[src/rtl/fetch_sequencer.sv]
// fetch_sequencer: owns the program counter, addresses the instruction ROM and
// buffers {pc, instruction} pairs in a small FIFO toward decode (valid/ready).
// Supports start, redirect with flush, and halt on an all-zero fetched word.
module fetch_sequencer #(
    parameter int unsigned     PC_W         = 16,
    parameter int unsigned     INSTR_W      = 32,
    parameter int unsigned     PC_STEP      = 2,
    parameter logic [PC_W-1:0] RESET_PC     = '0,
    parameter int unsigned     DEPTH        = 2,
    parameter int unsigned     HALT_ON_ZERO = 1
) (
    input  logic               clk,
    input  logic               rst,
    input  logic               start,
    output logic [PC_W-1:0]    imem_pc,
    input  logic [INSTR_W-1:0] imem_instr,
    output logic               out_valid,
    input  logic               out_ready,
    output logic [INSTR_W-1:0] out_instr,
    output logic [PC_W-1:0]    out_pc,
    input  logic               redir_valid,
    input  logic [PC_W-1:0]    redir_pc,
    output logic               busy,
    output logic               halted
);

    localparam int unsigned AW       = (DEPTH > 1) ? $clog2(DEPTH) : 1;
    localparam logic [AW:0] FULL_CNT = (AW+1)'(DEPTH);
    localparam logic [AW:0] CNT_ONE  = (AW+1)'(1);
    localparam logic [AW-1:0] PTR_ONE = AW'(1);

    typedef enum logic [1:0] {
        IDLE,
        FETCH,
        HALT
    } state_t;

    state_t state, state_next;

    logic [PC_W-1:0]    pc, pc_next;
    logic [INSTR_W-1:0] mem_instr [DEPTH];
    logic [PC_W-1:0]    mem_pc    [DEPTH];
    logic [AW-1:0]      rd_ptr, wr_ptr;
    logic [AW:0]        count;

    logic empty, full, pop, push, redir, flush, zero_word;

    assign empty     = (count == '0);
    assign full      = (count == FULL_CNT);
    assign pop       = !empty && out_ready;
    assign redir     = redir_valid && (state != IDLE);
    assign zero_word = (HALT_ON_ZERO != 0) && (imem_instr == '0);

    assign imem_pc   = pc;
    assign out_valid = !empty;
    assign out_instr = empty ? '0 : mem_instr[rd_ptr];
    assign out_pc    = empty ? '0 : mem_pc[rd_ptr];
    assign busy      = (state == FETCH);
    assign halted    = (state == HALT);

    // State and program counter registers
    always_ff @(posedge clk or posedge rst) begin
        if (rst) begin
            state <= IDLE;
            pc    <= RESET_PC;
        end else begin
            state <= state_next;
            pc    <= pc_next;
        end
    end

    // Next state, push decision and next pc; redirect overrides halt detection and push
    always_comb begin
        state_next = state;
        pc_next    = pc;
        push       = 1'b0;
        flush      = 1'b0;
        unique case (state)
            IDLE: begin
                if (start) state_next = FETCH;
            end
            FETCH: begin
                if (zero_word) begin
                    state_next = HALT;
                end else if (!full || pop) begin
                    push    = 1'b1;
                    pc_next = pc + PC_W'(PC_STEP);
                end
            end
            HALT: begin
                state_next = HALT;
            end
            default: state_next = IDLE;
        endcase
        if (redir) begin
            push       = 1'b0;
            flush      = 1'b1;
            state_next = FETCH;
            pc_next    = redir_pc & ~PC_W'(1);
        end
    end

    // FIFO storage and pointers; a flush discards everything left after this cycle's pop
    always_ff @(posedge clk or posedge rst) begin
        if (rst) begin
            rd_ptr <= '0;
            wr_ptr <= '0;
            count  <= '0;
            for (int unsigned i = 0; i < DEPTH; i++) begin
                mem_instr[i] <= '0;
                mem_pc[i]    <= '0;
            end
        end else if (flush) begin
            rd_ptr <= '0;
            wr_ptr <= '0;
            count  <= '0;
        end else begin
            if (push) begin
                mem_instr[wr_ptr] <= imem_instr;
                mem_pc[wr_ptr]    <= pc;
                wr_ptr            <= wr_ptr + PTR_ONE;
            end
            if (pop) rd_ptr <= rd_ptr + PTR_ONE;
            unique case ({push, pop})
                2'b10:   count <= count + CNT_ONE;
                2'b01:   count <= count - CNT_ONE;
                default: count <= count;
            endcase
        end
    end

endmodule
[config.mk]
export PLATFORM = sky130hd
export DESIGN_NAME = fetch_sequencer
export DESIGN_NICKNAME = d
export VERILOG_FILES = /design/src/rtl/fetch_sequencer.sv
export SDC_FILE = /design/constraint.sdc
export NUM_CORES = 1
export LEC_CHECK = 0
export CORE_AREA = 3 3 155 157
export DETAILED_ROUTE_END_ITERATION = 12
export DIE_AREA = 0 0 158 160
export PLACE_DENSITY = 0.57
export REMOVE_ABC_BUFFERS = 1
export SYNTH_ARGS = -nofsm -noshare
export SYNTH_HDL_FRONTEND = slang
export SYNTH_SLANG_ARGS = --single-unit
[constraint.sdc]
create_clock -name clk -period 5.2 [get_ports clk]
set_input_delay 1.04 -clock clk [delete_from_list [all_inputs] [get_ports clk]]
set_output_delay 1.04 -clock clk [all_outputs]
set_load 0.1 [all_outputs]
=== Yosys cells after proc, flatten, opt, wreduce, memory -nomap -nowiden ===
Index checks and enable logic that the tools add are counted.

* Register bits: 118
* Latch bits: 0
* RAM bits: 0
* ROM bits: 0
* Bits of input ports: 53
* Output and inout port bits: 67
* Memories kept: 0

* Add/sub/neg operators: 5
* $mul: 0
* Divide/modulo/power cells: 0
* $lt $le $gt $ge: 3
* Equal/unequal tests: 8
* Shifts and indexed selects: 0
* Mux-type cells: 33
* Bitwise gates (word level): 3
* Reductions and logical operators: 18

{| class="wikitable"
|+ Operators by type and width
! operator !! number
|-
| $mux W32 || 5
|-
| $mux W16 || 9
|-
| $bwmux W64 || 1
|-
| $bwmux W32 || 1
|-
| $demux W32 S1 || 1
|-
| $logic_not A32 Y1 || 1
|-
| $add A16 B2 Y16 const B || 1
|-
| $demux W16 S1 || 1
|-
| $reduce_bool A2 Y1 || 5
|-
| $mux W1 || 9
|-
| $mux W2 || 4
|-
| $eq A2 B2 Y1 const B || 3
|-
| $pmux W2 S3 || 1
|-
| $eq A2 B1 Y1 const B || 2
|-
| $ge A2 B2 Y1 const B || 2
|-
| $logic_not A2 Y1 || 2
|-
| $not A1 Y2 || 2
|-
| $pmux W2 S2 || 1
|-
| $reduce_and A2 Y1 || 2
|-
| $logic_and A1 B1 Y1 || 3
|-
| $ne A3 B1 Y1 const B || 1
|-
| $ne A3 B3 Y1 const B || 1
|-
| $reduce_and A3 Y1 || 1
|-
| $reduce_bool A3 Y1 || 1
|-
| other kinds (8) || 10
|}

=== Logic depth before layout (Yosys ltp) ===
* Depth after elaboration: 11
* Gate-level depth with buffers: 9
* Depth with buffers taken out: 7

=== Least setup slack after synthesis ===
No wires, ideal clock.

* Path type: reg-to-output
* Start: register rd_ptr
* End: output port out_instr[25]
* Arrival: 2529 ps
* Data required time: 4160 ps
* Setup slack: 1631 ps
* Stages on the path, launching flop included: 6
* Path buffers: 3
* Cell sequence: dfrtp_1 clkbuf_1 clkbuf_1 buf_2 mux2i_1 nor2_1

* Cells in the longest elaborated chain, start to end: 5

{| class="wikitable"
|+ Ends and longest elaborated chain
! element !! RTL line !! RTL
|-
| start, declared || 43 || <nowiki>logic [AW-1:0] rd_ptr, wr_ptr;</nowiki>
|-
| start signal, assigned || 123 || <nowiki>if (pop) rd_ptr <= rd_ptr + PTR_ONE;</nowiki>
|-
| $not A1 Y2 (implied by the code) || 56 || <nowiki>assign out_instr = empty ? '0 : mem_instr[rd_ptr];</nowiki>
|-
| $mux W32 (implied by the code) (3 in a row) || 56 ||
|-
| $mux W32 || 56 ||
|-
| end, declared || 19 || <nowiki>output logic [INSTR_W-1:0] out_instr,</nowiki>
|}

Every way passes these cells. The select of a mux whose other input is x is not followed.

=== Final worst setup path ===
* Start: register count[0]
* End: output port out_pc[7]

* Cells in the longest elaborated chain, start to end: 2

{| class="wikitable"
|+ Ends and longest elaborated chain
! element !! RTL line !! RTL
|-
| start, declared || 44 || <nowiki>logic [AW:0] count;</nowiki>
|-
| start signal, assigned || 125 || <nowiki>2'b10: count <= count + CNT_ONE;</nowiki>
|-
| start signal, assigned || 126 || <nowiki>2'b01: count <= count - CNT_ONE;</nowiki>
|-
| start signal, assigned || 127 || <nowiki>default: count <= count;</nowiki>
|-
| $logic_not A2 Y1 || 48 || <nowiki>assign empty = (count == '0);</nowiki>
|-
| $mux W16 || 57 || <nowiki>assign out_pc = empty ? '0 : mem_pc[rd_ptr];</nowiki>
|-
| end, declared || 20 || <nowiki>output logic [PC_W-1:0] out_pc,</nowiki>
|}

Every way passes these cells.

==> flow_summary_export.csv <==
group,metric,value,unit
worst_setup_path,required,4160,ps
clock_network,cts_made_buffers,17,
synth,ys_async_sr_fraction,100,%
grt,grt_max_degree,52,
worst_setup_path,crit_path_max_incr_delay,1030,ps
sta,tightestPinTransition,1080,ps
placed_design,io_buffers,116,
sta,skew,10.8,ps
detailed_routing,wire_per_inst,17.0,um
floorplan,die_width,158,um
synth,synth_edf_count,0,
detailed_routing,drtAntennaViolNets,0,
detailed_routing,first_iter_violations,195,
sta,hold_viol,0,
final_layout,final_cell_mix,"clkdlybuf4s50_1 (116), dfrtp_1 (114), mux2_2 (64)",
clock_network,hold_buffers,0,
placed_design,gp_congestion,0.770,
worst_setup_path,cp_slowest_cell,"clkdlybuf4s50_1",
final_layout,syn2layout_area_growth,36.1,%
synth,synth_cell_types,44,
final_layout,finalNetCount,637,
sta,max_freq,247,MHz
detailed_routing,vias,4042,
floorplan,dieArea,0.0253,sq mm
worst_setup_path,arrival,3010,ps
grt,grt_util_all_layers,12.0,%
clock_network,cts_root_buf,"clkbuf_16",
worst_setup_path,start_kind,"flop",
sta,fin_crit,4050,ps
final_layout,register_area,0.00288,sq mm
worst_setup_path,rrSetupSlack,2690,ps
grt,grt_pass1_vias,4385,
clock_network,clk_latency,410,ps
grt,top_usage_layer,"met2",
final_layout,fill_cells,2239,
grt,grt_overflow_total,0,
sta,rsz0062_at_grt,"no",
worst_setup_path,crit_fanout,27,
sta,finalSetupTns,0,ps
sta,slew_headroom,27.5,%
final_layout,drive_gt1_share,24.5,%
grt,grt_util_met3,3.74,%
grt,grtUsageMet2,18.6,%
hold_path,worst_hold_path_type,"reg2reg",
clock_network,cts_tree,"done",
worst_setup_path,path_class,"reg2out",
detailed_routing,dr.pass1.iters,4,
floorplan,fp.dieH,160,um
clock_network,cts_resized,0,
worst_setup_path,crit_chain,"nor2_4, buf_4, nor2_1, clkdlybuf4s50_1",
synth,ys_seq_area_share,50.6,%
floorplan,io_pins,120,
clock_network,clockBufferDepth,2,
grt,grt_antenna_before_repair,0,
sta,slew_viol_final,0,
placed_design,place_inst,846,
synth,syn_area,0.00569,sq mm
clock_network,cts_setup_buffers,0,
detailed_routing,drc,0,
worst_setup_path,r2r_start,"state[1]",
worst_setup_path,rr_endpoint,"mem_instr[58]",
placed_design,dp_hpwl,10.3,mm
synth,syn_inst,462,
detailed_routing,viasPerCell,4.60,
grt,grt_first_pass_wirelength,23.7,mm
hold_path,whs_path_depth,1,
run,maxCapViolations,0,
hold_path,hold_path_startpoint,"mem_instr[33]",
floorplan,start_util,25.1,%
final_layout,layout_commonest_cell,"clkdlybuf4s50_1",
status,status,"finished, final reports clean",
synth,ys_seq_elements,115,
clock_network,clk_pin_slew,50,ps
worst_setup_path,reg2reg_depth,8,
clock_network,cts.htree.levels,4,
clock_network,cts_sinks,115,
final_layout,fin_util,34.2,%
final_layout,multi_input_area,0.00263,sq mm
grt,met1_usage,16.4,%
detailed_routing,wl,14.9,mm
final_layout,finalNonFillerCells,878,
sta,setup_viol,0,
floorplan,fp.coreArea,0.0226,sq mm
floorplan,rows,55,
synth,synth_flop_cell,"dfrtp_1",
final_layout,n_antenna_cell,0,
synth,postSynthAreaPerCell,12.3,sq um
sta,period_share,77.8,%
worst_setup_path,crit_buf_inv,2,
worst_setup_path,crit_family,"buffers and inverters",
hold_path,holdPathEnd,"mem_instr[33]",
synth,ys_warn_count,0,
worst_setup_path,worstSetupEndpointType,"primary output",
-- worst max-delay path by stage --
stage | from | end | slack (ps) | cells past startpoint
floorplan | imem_instr[20] | mem_instr[0] | 480 | 4
global placement | imem_instr[3] | mem_pc[21] | 1110 | 8
detailed placement | imem_instr[3] | mem_pc[20] | 1080 | 8
CTS | count[0] | out_pc[9] | 1040 | 4
global route | count[0] | out_pc[7] | 940 | 4
finish | count[0] | out_pc[7] | 1150 | 4
-- area by class of cell --
type                            instances  area share (%)
Clock buffer                           22            6.00
Clock inverter                         10            1.70
Inverter                                7           0.372
Multi-Input combinational cell        311            34.0
Sequential cell                       115            37.2
Tap cell                              285            4.61
Timing Repair Buffer                  128            16.2
-- registers in the layout, indices dropped and copies added (netlist names) --
signal     count
mem_pc        30
state          2
mem_instr     64
rd_ptr         1
imem_pc       15
count          2
wr_ptr         1
-- metrics by stage --
stage          setup slack [ps]  hold WS (ps)  instance area [sq um]
2_1_floorplan               483           479                   5510
3_3_place_gp               1110           486                   7140
3_5_place_dp               1080           492                   7140
4_1_cts                    1040           504                   7740
5_1_grt                     943           511                   7740
6_report                   1150           500                   7740
-- metal layers --
layer | wire length, um | vias up
met5 | 0 | -
met4 | 140 | 0
met3 | 787 | 12
met2 | 6790 | 104
met1 | 7230 | 2061
li1 | - | 1865
-- synthesized netlist by cell type (2+ instances only) --
master,n,area share [%]
a31oi_1,6,0.66
and3_1,4,0.44
and4_1,2,0.31
buf_2,6,0.53
buf_4,3,0.40
buf_6,7,1.4
clkbuf_1,13,0.86
dfrtp_1,115,51
ha_1,4,0.88
inv_1,7,0.46
mux2_2,64,13
mux2_4,30,7.9
mux2i_1,48,8.4
nand2_1,18,1.2
nand2b_1,2,0.22
nand3_1,4,0.35
nand4_1,2,0.22
nor2_1,58,3.8
nor2b_1,2,0.22
nor4_1,9,0.99
o2111ai_1,2,0.31
o211ai_1,4,0.53
o21ai_0,18,1.6
or3_1,7,0.77
xor2_1,8,1.2
-- logic make-up after synthesis --
| family | share of synthesized area (%) |
|---|---|
| buf+inv | 3.70 |
| compound gates | 4.40 |
| simple gates | 9.92 |
| mux | 29.0 |
| flops | 50.6 |
| xor+xnor | 1.39 |
| other cells | 0.0659 |
| fa+ha+maj | 0.880 |
Power is not shown: default switching activity piles up to over one toggle a cycle in this logic, so the estimate is an artifact.
